`src/rtl/cv32e40x_pkg.sv`:
```
// Shared types for the EX-to-WB result buffer: source tag, occupancy state
// and the buffered entry layout.
package cv32e40x_pkg;

  typedef enum logic {
    EX_SRC_ALU = 1'b0,
    EX_SRC_DIV = 1'b1
  } ex_src_e;

  typedef enum logic [1:0] {
    EXWB_EMPTY = 2'd0,
    EXWB_ONE   = 2'd1,
    EXWB_FULL  = 2'd2
  } exwb_state_e;

  typedef struct packed {
    logic [31:0] result;
    logic [4:0]  rf_waddr;
    logic        rf_we;
    ex_src_e     src;
  } ex_wb_entry_t;

  // Occupancy count; the state encoding is chosen to equal it.
  function automatic logic [1:0] exwb_cnt(exwb_state_e s);
    return 2'(s);
  endfunction

endpackage

```
`src/rtl/cv32e40x_ex_wb_buf_if.sv`:
```
// EX-to-WB buffer bus: the two result sources, controller halt/kill and the WB side.
interface cv32e40x_ex_wb_buf_if;
  import cv32e40x_pkg::*;

  logic        div_valid_i;
  logic [31:0] div_result_i;
  logic        div_ready_o;
  logic        alu_valid_i;
  logic [31:0] alu_result_i;
  logic        alu_ready_o;
  logic [4:0]  rf_waddr_i;
  logic        rf_we_i;
  logic        halt_i;
  logic        kill_i;
  logic        wb_valid_o;
  logic        wb_ready_i;
  logic [31:0] wb_result_o;
  logic [4:0]  wb_rf_waddr_o;
  logic        wb_rf_we_o;
  ex_src_e     wb_src_o;

  // master: the EX stage, controller and WB stage around the buffer
  modport master (
    output div_valid_i, div_result_i, alu_valid_i, alu_result_i,
           rf_waddr_i, rf_we_i, halt_i, kill_i, wb_ready_i,
    input  div_ready_o, alu_ready_o, wb_valid_o, wb_result_o,
           wb_rf_waddr_o, wb_rf_we_o, wb_src_o
  );

  modport slave (
    input  div_valid_i, div_result_i, alu_valid_i, alu_result_i,
           rf_waddr_i, rf_we_i, halt_i, kill_i, wb_ready_i,
    output div_ready_o, alu_ready_o, wb_valid_o, wb_result_o,
           wb_rf_waddr_o, wb_rf_we_o, wb_src_o
  );
endinterface

```
`src/rtl/cv32e40x_skid_fifo2.sv`:
```
// Two-entry in-order FIFO (head e0, skid e1) with flush; payload type is a parameter.
module cv32e40x_skid_fifo2
  import cv32e40x_pkg::*;
#(
  parameter type T     = logic [31:0],
  parameter int  DEPTH = 2
) (
  input  logic clk,
  input  logic rst_n,
  input  logic flush_i,
  input  logic push_i,
  input  logic pop_i,
  input  T     din_i,
  output T     head_o,
  output logic valid_o,
  output logic full_o
);
  localparam logic [1:0] FULL_CNT = 2'(DEPTH);

  exwb_state_e state_q, state_d;
  T            e0_q, e1_q;
  logic        ld_e0, ld_e1, e0_from_e1;

  always_ff @(posedge clk or negedge rst_n) begin
    if (!rst_n) state_q <= EXWB_EMPTY;
    else        state_q <= state_d;
  end

  always_comb begin
    state_d    = state_q;
    ld_e0      = 1'b0;
    ld_e1      = 1'b0;
    e0_from_e1 = 1'b0;
    case (state_q)
      EXWB_EMPTY: if (push_i) begin
        state_d = EXWB_ONE;
        ld_e0   = 1'b1;
      end
      EXWB_ONE: begin
        if (push_i && pop_i) begin
          ld_e0 = 1'b1;          // new entry replaces the departing head
        end else if (push_i) begin
          state_d = EXWB_FULL;
          ld_e1   = 1'b1;
        end else if (pop_i) begin
          state_d = EXWB_EMPTY;
        end
      end
      EXWB_FULL: if (pop_i) begin
        state_d    = EXWB_ONE;
        ld_e0      = 1'b1;
        e0_from_e1 = 1'b1;
      end
      default: state_d = EXWB_EMPTY;
    endcase
    if (flush_i) begin
      state_d = EXWB_EMPTY;
      ld_e0   = 1'b0;
      ld_e1   = 1'b0;
    end
  end

  // Payloads are only reset, never cleared on flush.
  always_ff @(posedge clk or negedge rst_n) begin
    if (!rst_n) begin
      e0_q <= '0;
      e1_q <= '0;
    end else begin
      if (ld_e0) e0_q <= e0_from_e1 ? e1_q : din_i;
      if (ld_e1) e1_q <= din_i;
    end
  end

  assign head_o  = e0_q;
  assign valid_o = (state_q != EXWB_EMPTY);
  assign full_o  = (exwb_cnt(state_q) == FULL_CNT);
endmodule

```
`src/rtl/cv32e40x_ex_wb_buf.sv`:
```
// EX-to-WB result buffer: divider-priority source arbitration, halt/kill gating
// and entry tagging in front of a 2-entry skid FIFO.
module cv32e40x_ex_wb_buf
  import cv32e40x_pkg::*;
#(
  parameter int DEPTH = 2
) (
  input  logic                 clk,
  input  logic                 rst_n,
  cv32e40x_ex_wb_buf_if.slave  bus
);
  ex_wb_entry_t din, head;
  logic         full, valid, push, pop;

  // Readies see only registered occupancy plus halt/kill, never wb_ready_i.
  assign bus.div_ready_o = bus.kill_i || (!full && !bus.halt_i);
  assign bus.alu_ready_o = bus.kill_i || (!full && !bus.halt_i && !bus.div_valid_i);

  assign push = !bus.kill_i &&
                ((bus.div_valid_i && bus.div_ready_o) || (bus.alu_valid_i && bus.alu_ready_o));
  assign bus.wb_valid_o = valid && !bus.halt_i && !bus.kill_i;
  assign pop            = bus.wb_valid_o && bus.wb_ready_i;

  always_comb begin
    din          = '0;
    din.result   = bus.div_valid_i ? bus.div_result_i : bus.alu_result_i;
    din.rf_waddr = bus.rf_waddr_i;
    din.rf_we    = bus.rf_we_i;
    din.src      = bus.div_valid_i ? EX_SRC_DIV : EX_SRC_ALU;
  end

  cv32e40x_skid_fifo2 #(
    .T     (ex_wb_entry_t),
    .DEPTH (DEPTH)
  ) u_fifo (
    .clk     (clk),
    .rst_n   (rst_n),
    .flush_i (bus.kill_i),
    .push_i  (push),
    .pop_i   (pop),
    .din_i   (din),
    .head_o  (head),
    .valid_o (valid),
    .full_o  (full)
  );

  assign bus.wb_result_o   = head.result;
  assign bus.wb_rf_waddr_o = head.rf_waddr;
  assign bus.wb_rf_we_o    = head.rf_we;
  assign bus.wb_src_o      = head.src;
endmodule

```
`src/flat_wrapper.sv`:
```
// flat-port wrapper written by rule: the top's interface ports become plain ports
module cv32e40x_ex_wb_buf_flat import cv32e40x_pkg::*;
#(
  parameter int DEPTH = 2
)
  (clk, rst_n, bus_div_valid_i, bus_div_result_i, bus_alu_valid_i, bus_alu_result_i, bus_rf_waddr_i, bus_rf_we_i, bus_halt_i, bus_kill_i, bus_wb_ready_i, bus_div_ready_o, bus_alu_ready_o, bus_wb_valid_o, bus_wb_result_o, bus_wb_rf_waddr_o, bus_wb_rf_we_o, bus_wb_src_o);
  cv32e40x_ex_wb_buf_if bus_i ();
  input  logic clk;
  input  logic rst_n;
  input wire logic [$bits(bus_i.div_valid_i)-1:0] bus_div_valid_i;
  input wire logic [$bits(bus_i.div_result_i)-1:0] bus_div_result_i;
  input wire logic [$bits(bus_i.alu_valid_i)-1:0] bus_alu_valid_i;
  input wire logic [$bits(bus_i.alu_result_i)-1:0] bus_alu_result_i;
  input wire logic [$bits(bus_i.rf_waddr_i)-1:0] bus_rf_waddr_i;
  input wire logic [$bits(bus_i.rf_we_i)-1:0] bus_rf_we_i;
  input wire logic [$bits(bus_i.halt_i)-1:0] bus_halt_i;
  input wire logic [$bits(bus_i.kill_i)-1:0] bus_kill_i;
  input wire logic [$bits(bus_i.wb_ready_i)-1:0] bus_wb_ready_i;
  output wire logic [$bits(bus_i.div_ready_o)-1:0] bus_div_ready_o;
  output wire logic [$bits(bus_i.alu_ready_o)-1:0] bus_alu_ready_o;
  output wire logic [$bits(bus_i.wb_valid_o)-1:0] bus_wb_valid_o;
  output wire logic [$bits(bus_i.wb_result_o)-1:0] bus_wb_result_o;
  output wire logic [$bits(bus_i.wb_rf_waddr_o)-1:0] bus_wb_rf_waddr_o;
  output wire logic [$bits(bus_i.wb_rf_we_o)-1:0] bus_wb_rf_we_o;
  output wire logic [$bits(bus_i.wb_src_o)-1:0] bus_wb_src_o;
  assign bus_i.div_valid_i = bus_div_valid_i;
  assign bus_i.div_result_i = bus_div_result_i;
  assign bus_i.alu_valid_i = bus_alu_valid_i;
  assign bus_i.alu_result_i = bus_alu_result_i;
  assign bus_i.rf_waddr_i = bus_rf_waddr_i;
  assign bus_i.rf_we_i = bus_rf_we_i;
  assign bus_i.halt_i = bus_halt_i;
  assign bus_i.kill_i = bus_kill_i;
  assign bus_i.wb_ready_i = bus_wb_ready_i;
  assign bus_div_ready_o = bus_i.div_ready_o;
  assign bus_alu_ready_o = bus_i.alu_ready_o;
  assign bus_wb_valid_o = bus_i.wb_valid_o;
  assign bus_wb_result_o = bus_i.wb_result_o;
  assign bus_wb_rf_waddr_o = bus_i.wb_rf_waddr_o;
  assign bus_wb_rf_we_o = bus_i.wb_rf_we_o;
  assign bus_wb_src_o = bus_i.wb_src_o;
  cv32e40x_ex_wb_buf #(.DEPTH(DEPTH)) u_core (.clk(clk), .rst_n(rst_n), .bus(bus_i));
endmodule
```
`config.mk`:
```
export PLATFORM = sky130hd
export DESIGN_NAME = cv32e40x_ex_wb_buf_flat
export DESIGN_NICKNAME = d
export VERILOG_FILES = /design/src/rtl/cv32e40x_pkg.sv /design/src/rtl/cv32e40x_ex_wb_buf_if.sv /design/src/rtl/cv32e40x_skid_fifo2.sv /design/src/rtl/cv32e40x_ex_wb_buf.sv /design/src/flat_wrapper.sv
export SDC_FILE = /design/constraint.sdc
export NUM_CORES = 1
export LEC_CHECK = 0
export BUFFER_PORTS_ARGS = -buffer_cell sky130_fd_sc_hd__clkbuf_2
export CAP_MARGIN = 20
export CORE_UTILIZATION = 39
export DETAILED_ROUTE_END_ITERATION = 16
export PLACE_DENSITY_LB_ADDON = 0.25
export SLEW_MARGIN = 20
export SYNTH_ARGS = -nofsm -noshare
export SYNTH_HDL_FRONTEND = slang
export SYNTH_HIERARCHICAL = 1
export SYNTH_SLANG_ARGS = --single-unit
```
`constraint.sdc`:
```
create_clock -name clk -period 2.03 [get_ports clk]
set_input_delay 0.1015 -clock clk [delete_from_list [all_inputs] [get_ports clk]]
set_output_delay 0.1015 -clock clk [all_outputs]
set_load 0.02 [all_outputs]
```
==> load_flow_metrics.sql <==
INSERT INTO impl_metrics (metric_group, metric, value, unit) VALUES
('grt', 'first_pass_grt_wire_length', '14.4', 'mm'),
('clock_network', 'cts_buffer_depth', '2', ''),
('critical_path', 'crit_start', 'u_core/u_fifo/state_q[1]$_DFFE_PN0P_', ''),
('clock_network', 'clk-insertion-delay-late', '0.35', 'ns'),
('place', 'routabilityCongestion', '0.757', ''),
('synth', 'synth_area_per_cell', '15.5', 'um2'),
('critical_path', 'crit_chain', 'or2_4 > nor3b_4 > and2_4 > nand3b_1 > buf_6 > buf_12 > mux2_4 > mux2_4', ''),
('synth', 'most_frequent_cells_after_synthesis', 'sky130_fd_sc_hd__mux2_2 (110), sky130_fd_sc_hd__dfrtp_1 (80), sky130_fd_sc_hd__mux2_4 (39)', ''),
('detailed_routing', 'drt_pass1_iterations', '4', ''),
('synth', 'synth_top_cell_area_share', '48.5', '%'),
('synth', 'synth_top_flop_cell', 'sky130_fd_sc_hd__dfrtp_1', ''),
('detailed_routing', 'via_per_inst', '4.80', ''),
('synth', 'synth_top_family_by_area', 'multiplexers', ''),
('finish', 'ratio_of_cells_with_drive_above_1_in_the_final_layout', '76.5', '%'),
('grt', 'global_route.overflow_total', '0', ''),
('synth', 'netlist_area_before_placement', '4130', 'um2'),
('timing', 'finalClockSkew', '0.00979', 'ns'),
('finish', 'layout.core_utilization', '54.7', '%'),
('critical_path', 'crit_fanout', '8', ''),
('critical_path', 'cpMaxStageDelayCell', 'sky130_fd_sc_hd__dfrtp_1', ''),
('timing', 'slew_headroom', '62.3', '%'),
('detailed_routing', 'ant_nets', '0', ''),
('finish', 'area.growth.synth_to_final', '36.2', '%'),
('place', 'placed_wire_length_estimate', '5.56', 'mm'),
('critical_path', 'crit_type', 'register to register', ''),
('timing', 'finalSetupViolations', '34', ''),
('critical_path', 'worst_setup_ep_type', 'register', ''),
('clock_network', 'cts.clk_slew.worst_paths', '0.08', 'ns'),
('clock_network', 'clock-sinks', '80', ''),
('critical_path', 'cell_class_contributing_the_biggest_share_of_worst_path_delay', 'simple AND/OR/NAND/NOR gates', ''),
('power_and_ir_drop', 'total_leakage_power', '2.92', 'nW'),
('outcome', 'run_status', 'finished with violations', ''),
('floorplan', 'die_area', '11000', 'um2'),
('timing', 'min_period_over_period', '102', '%'),
('min_path', 'min-delay-start', 'bus_div_result_i[18]', ''),
('floorplan', 'core.rowCount', '37', ''),
('timing', 'totalNegativeSetupSlack', '-0.912', 'ns'),
('place', 'postPlaceCellArea', '4920', 'um2'),
('synth', 'most_frequent_cell_after_synthesis', 'sky130_fd_sc_hd__mux2_2', ''),
('timing', 'fmaxAchievable', '0.481', 'GHz'),
('min_path', 'worst_hold_path_type', 'input port to register', ''),
('synth', 'synth_cells', '266', ''),
('place', 'placed_cells_incl_taps', '518', ''),
('timing', 'setup_slack', '-0.0496', 'ns'),
('outcome', 'failing_checks', 'setup timing', ''),
('synth', 'yosysSeqAreaShare', '48.5', '%'),
('critical_path', 'cp-start-kind', 'register', ''),
('synth', 'synth-compound-area-share', '1.09', '%'),
('detailed_routing', 'detail_route.wl_per_cell', '16.4', 'um'),
('finish', 'n_antenna_cell', '0', ''),
('timing', 'whs', '0.121', 'ns'),
('detailed_routing', 'remaining_drc_errors', '0', ''),
('finish', 'fillerInstances', '902', ''),
('critical_path', 'cp_num_buf_inv', '2', ''),
('synth', 'ys.warnings.count', '6', ''),
('grt', 'grt_antenna_before_repair', '0', ''),
('job', 'cap_viol_max_count', '0', ''),
('clock_network', 'cts.htree.levels', '3', ''),
('finish', 'post-route-cell-area', '5620', 'um2'),
('synth', 'synth_edf_count', '0', ''),
('grt', 'grt_util_all_layers', '16.9', '%'),
('clock_network', 'clock-root-buffer', 'sky130_fd_sc_hd__clkbuf_8', ''),
('floorplan', 'initial_core_util', '40.2', '%'),
('floorplan', 'die_h', '105', 'um'),
('critical_path', 'crit_path_max_incr_delay', '0.39', 'ns'),
('synth', 'synth.net_count', '343', ''),
('synth', 'post_synth_and_or_nand_nor_area_fraction', '2.45', '%'),
('timing', 'finalHoldViolations', '0', ''),
('critical_path', 'critical_path_required', '2.26', 'ns'),
('clock_network', 'total_cts_buffers', '9', ''),
('critical_path', 'cp.arrival', '2.31', 'ns');
final timing paths:
check | slack (ns) | cells past startpoint | to
min reg2reg | 0.51 | 1 | u_core/u_fifo/e1_q[31]$_DFFE_PN0P_
min | 0.12 | 3 | u_core/u_fifo/e1_q[25]$_DFFE_PN0P_
min in group asynchronous | 0.28 | 2 | u_core/u_fifo/e1_q[10]$_DFFE_PN0P_
max reg2reg | -0.05 | 8 | u_core/u_fifo/head_o[36]$_DFFE_PN0P_
max in group asynchronous | 1.12 | 3 | u_core/u_fifo/head_o[0]$_DFFE_PN0P_
max | -0.05 | 8 | u_core/u_fifo/head_o[36]$_DFFE_PN0P_
registers in the layout, summed over array words and instances (netlist names):
register and cells:
u_core/u_fifo/e1_q 39, u_core/u_fifo/state_q 2, u_core/u_fifo/head_o 39
metal layers:
metal / track usage [%] / vias to the layer above / routed length [um]
li1: - / 1253 / -
met3: 3.81 / 11 / 478
met5: 0 / - / 0
met2: 26.8 / 86 / 4120
met4: 6.04 / 0 / 112
met1: 22.6 / 1305 / 4350
cell families (layout without fill, tap and decap cells):
kind of cell / count (synthesis) / in the layout
multiplexers: 150 / 150
flip-flops: 80 / 80
buffers and inverters: 16 / 167
AND/OR/NAND/NOR: 15 / 15
AO/OA/AOI/OAI: 5 / 5
placed cells by master (no fill, tap or decap), types with 2 or more instances in the layout:
cell type / Yosys / final
sky130_fd_sc_hd__buf_12: 3 / 6
sky130_fd_sc_hd__buf_4: 2 / 9
sky130_fd_sc_hd__buf_6: 3 / 7
sky130_fd_sc_hd__buf_8: 0 / 2
sky130_fd_sc_hd__bufinv_16: 0 / 2
sky130_fd_sc_hd__clkbuf_16: 0 / 2
sky130_fd_sc_hd__clkbuf_2: 0 / 117
sky130_fd_sc_hd__clkbuf_8: 0 / 10
sky130_fd_sc_hd__clkinvlp_4: 0 / 2
sky130_fd_sc_hd__dfrtp_1: 80 / 80
sky130_fd_sc_hd__dlygate4sd3_1: 0 / 7
sky130_fd_sc_hd__mux2_2: 110 / 60
sky130_fd_sc_hd__mux2_4: 39 / 89
sky130_fd_sc_hd__nor2_1: 3 / 2
what timing repair did:
item | CTS | global route
gates cloned | 3 | 3
gates resized for setup | 53 | 20
hold buffers | 7 | 0
pin swaps | 2 | 4
endpoints found under the setup margin | 74 | 78
setup buffers | 2 | 5
hold endpoints to repair | 47 | 0
worst reg2reg max path, cell delays in order (launching register included):
cell and delay, ns:
sky130_fd_sc_hd__dfrtp_1 0.39, sky130_fd_sc_hd__or2_4 0.24, sky130_fd_sc_hd__nor3b_4 0.15, sky130_fd_sc_hd__and2_4 0.16, sky130_fd_sc_hd__nand3b_1 0.12, sky130_fd_sc_hd__buf_6 0.18
sky130_fd_sc_hd__buf_12 0.15, sky130_fd_sc_hd__mux2_4 0.31, sky130_fd_sc_hd__mux2_4 0.26
layout make-up:
| class | instances | area [um2] | share of cell area (%) |
|---|---|---|---|
| clock buffers | 11 | 141 | 2.51 |
| clock inverters | 5 | 80.1 | 1.42 |
| multi-input cells | 170 | 2200 | 39.1 |
| flip-flops and latches | 80 | 2000 | 35.6 |
| well taps | 136 | 170 | 3.03 |
| repair buffers | 151 | 1030 | 18.3 |
per-stage QoR:
stage / setup WS, ns / total power, mW
2_1_floorplan: -0.126 / 3.05
3_3_place_gp: -0.0461 / 3.48
3_5_place_dp: -0.0687 / 3.53
4_1_cts: -0.0299 / 4.94
5_1_grt: -0.132 / 5.21
6_report: -0.0496 / 4.94
report_power, final:
part | leakage [nW] | internal (mW) | switching (mW)
sequential | 1.00 | 1.99 | 0.216
combinational | 1.81 | 0.784 | 0.644
clock | 0.106 | 0.725 | 0.582
total | 2.92 | 3.50 | 1.44
Power figures use the tool's default switching activity.
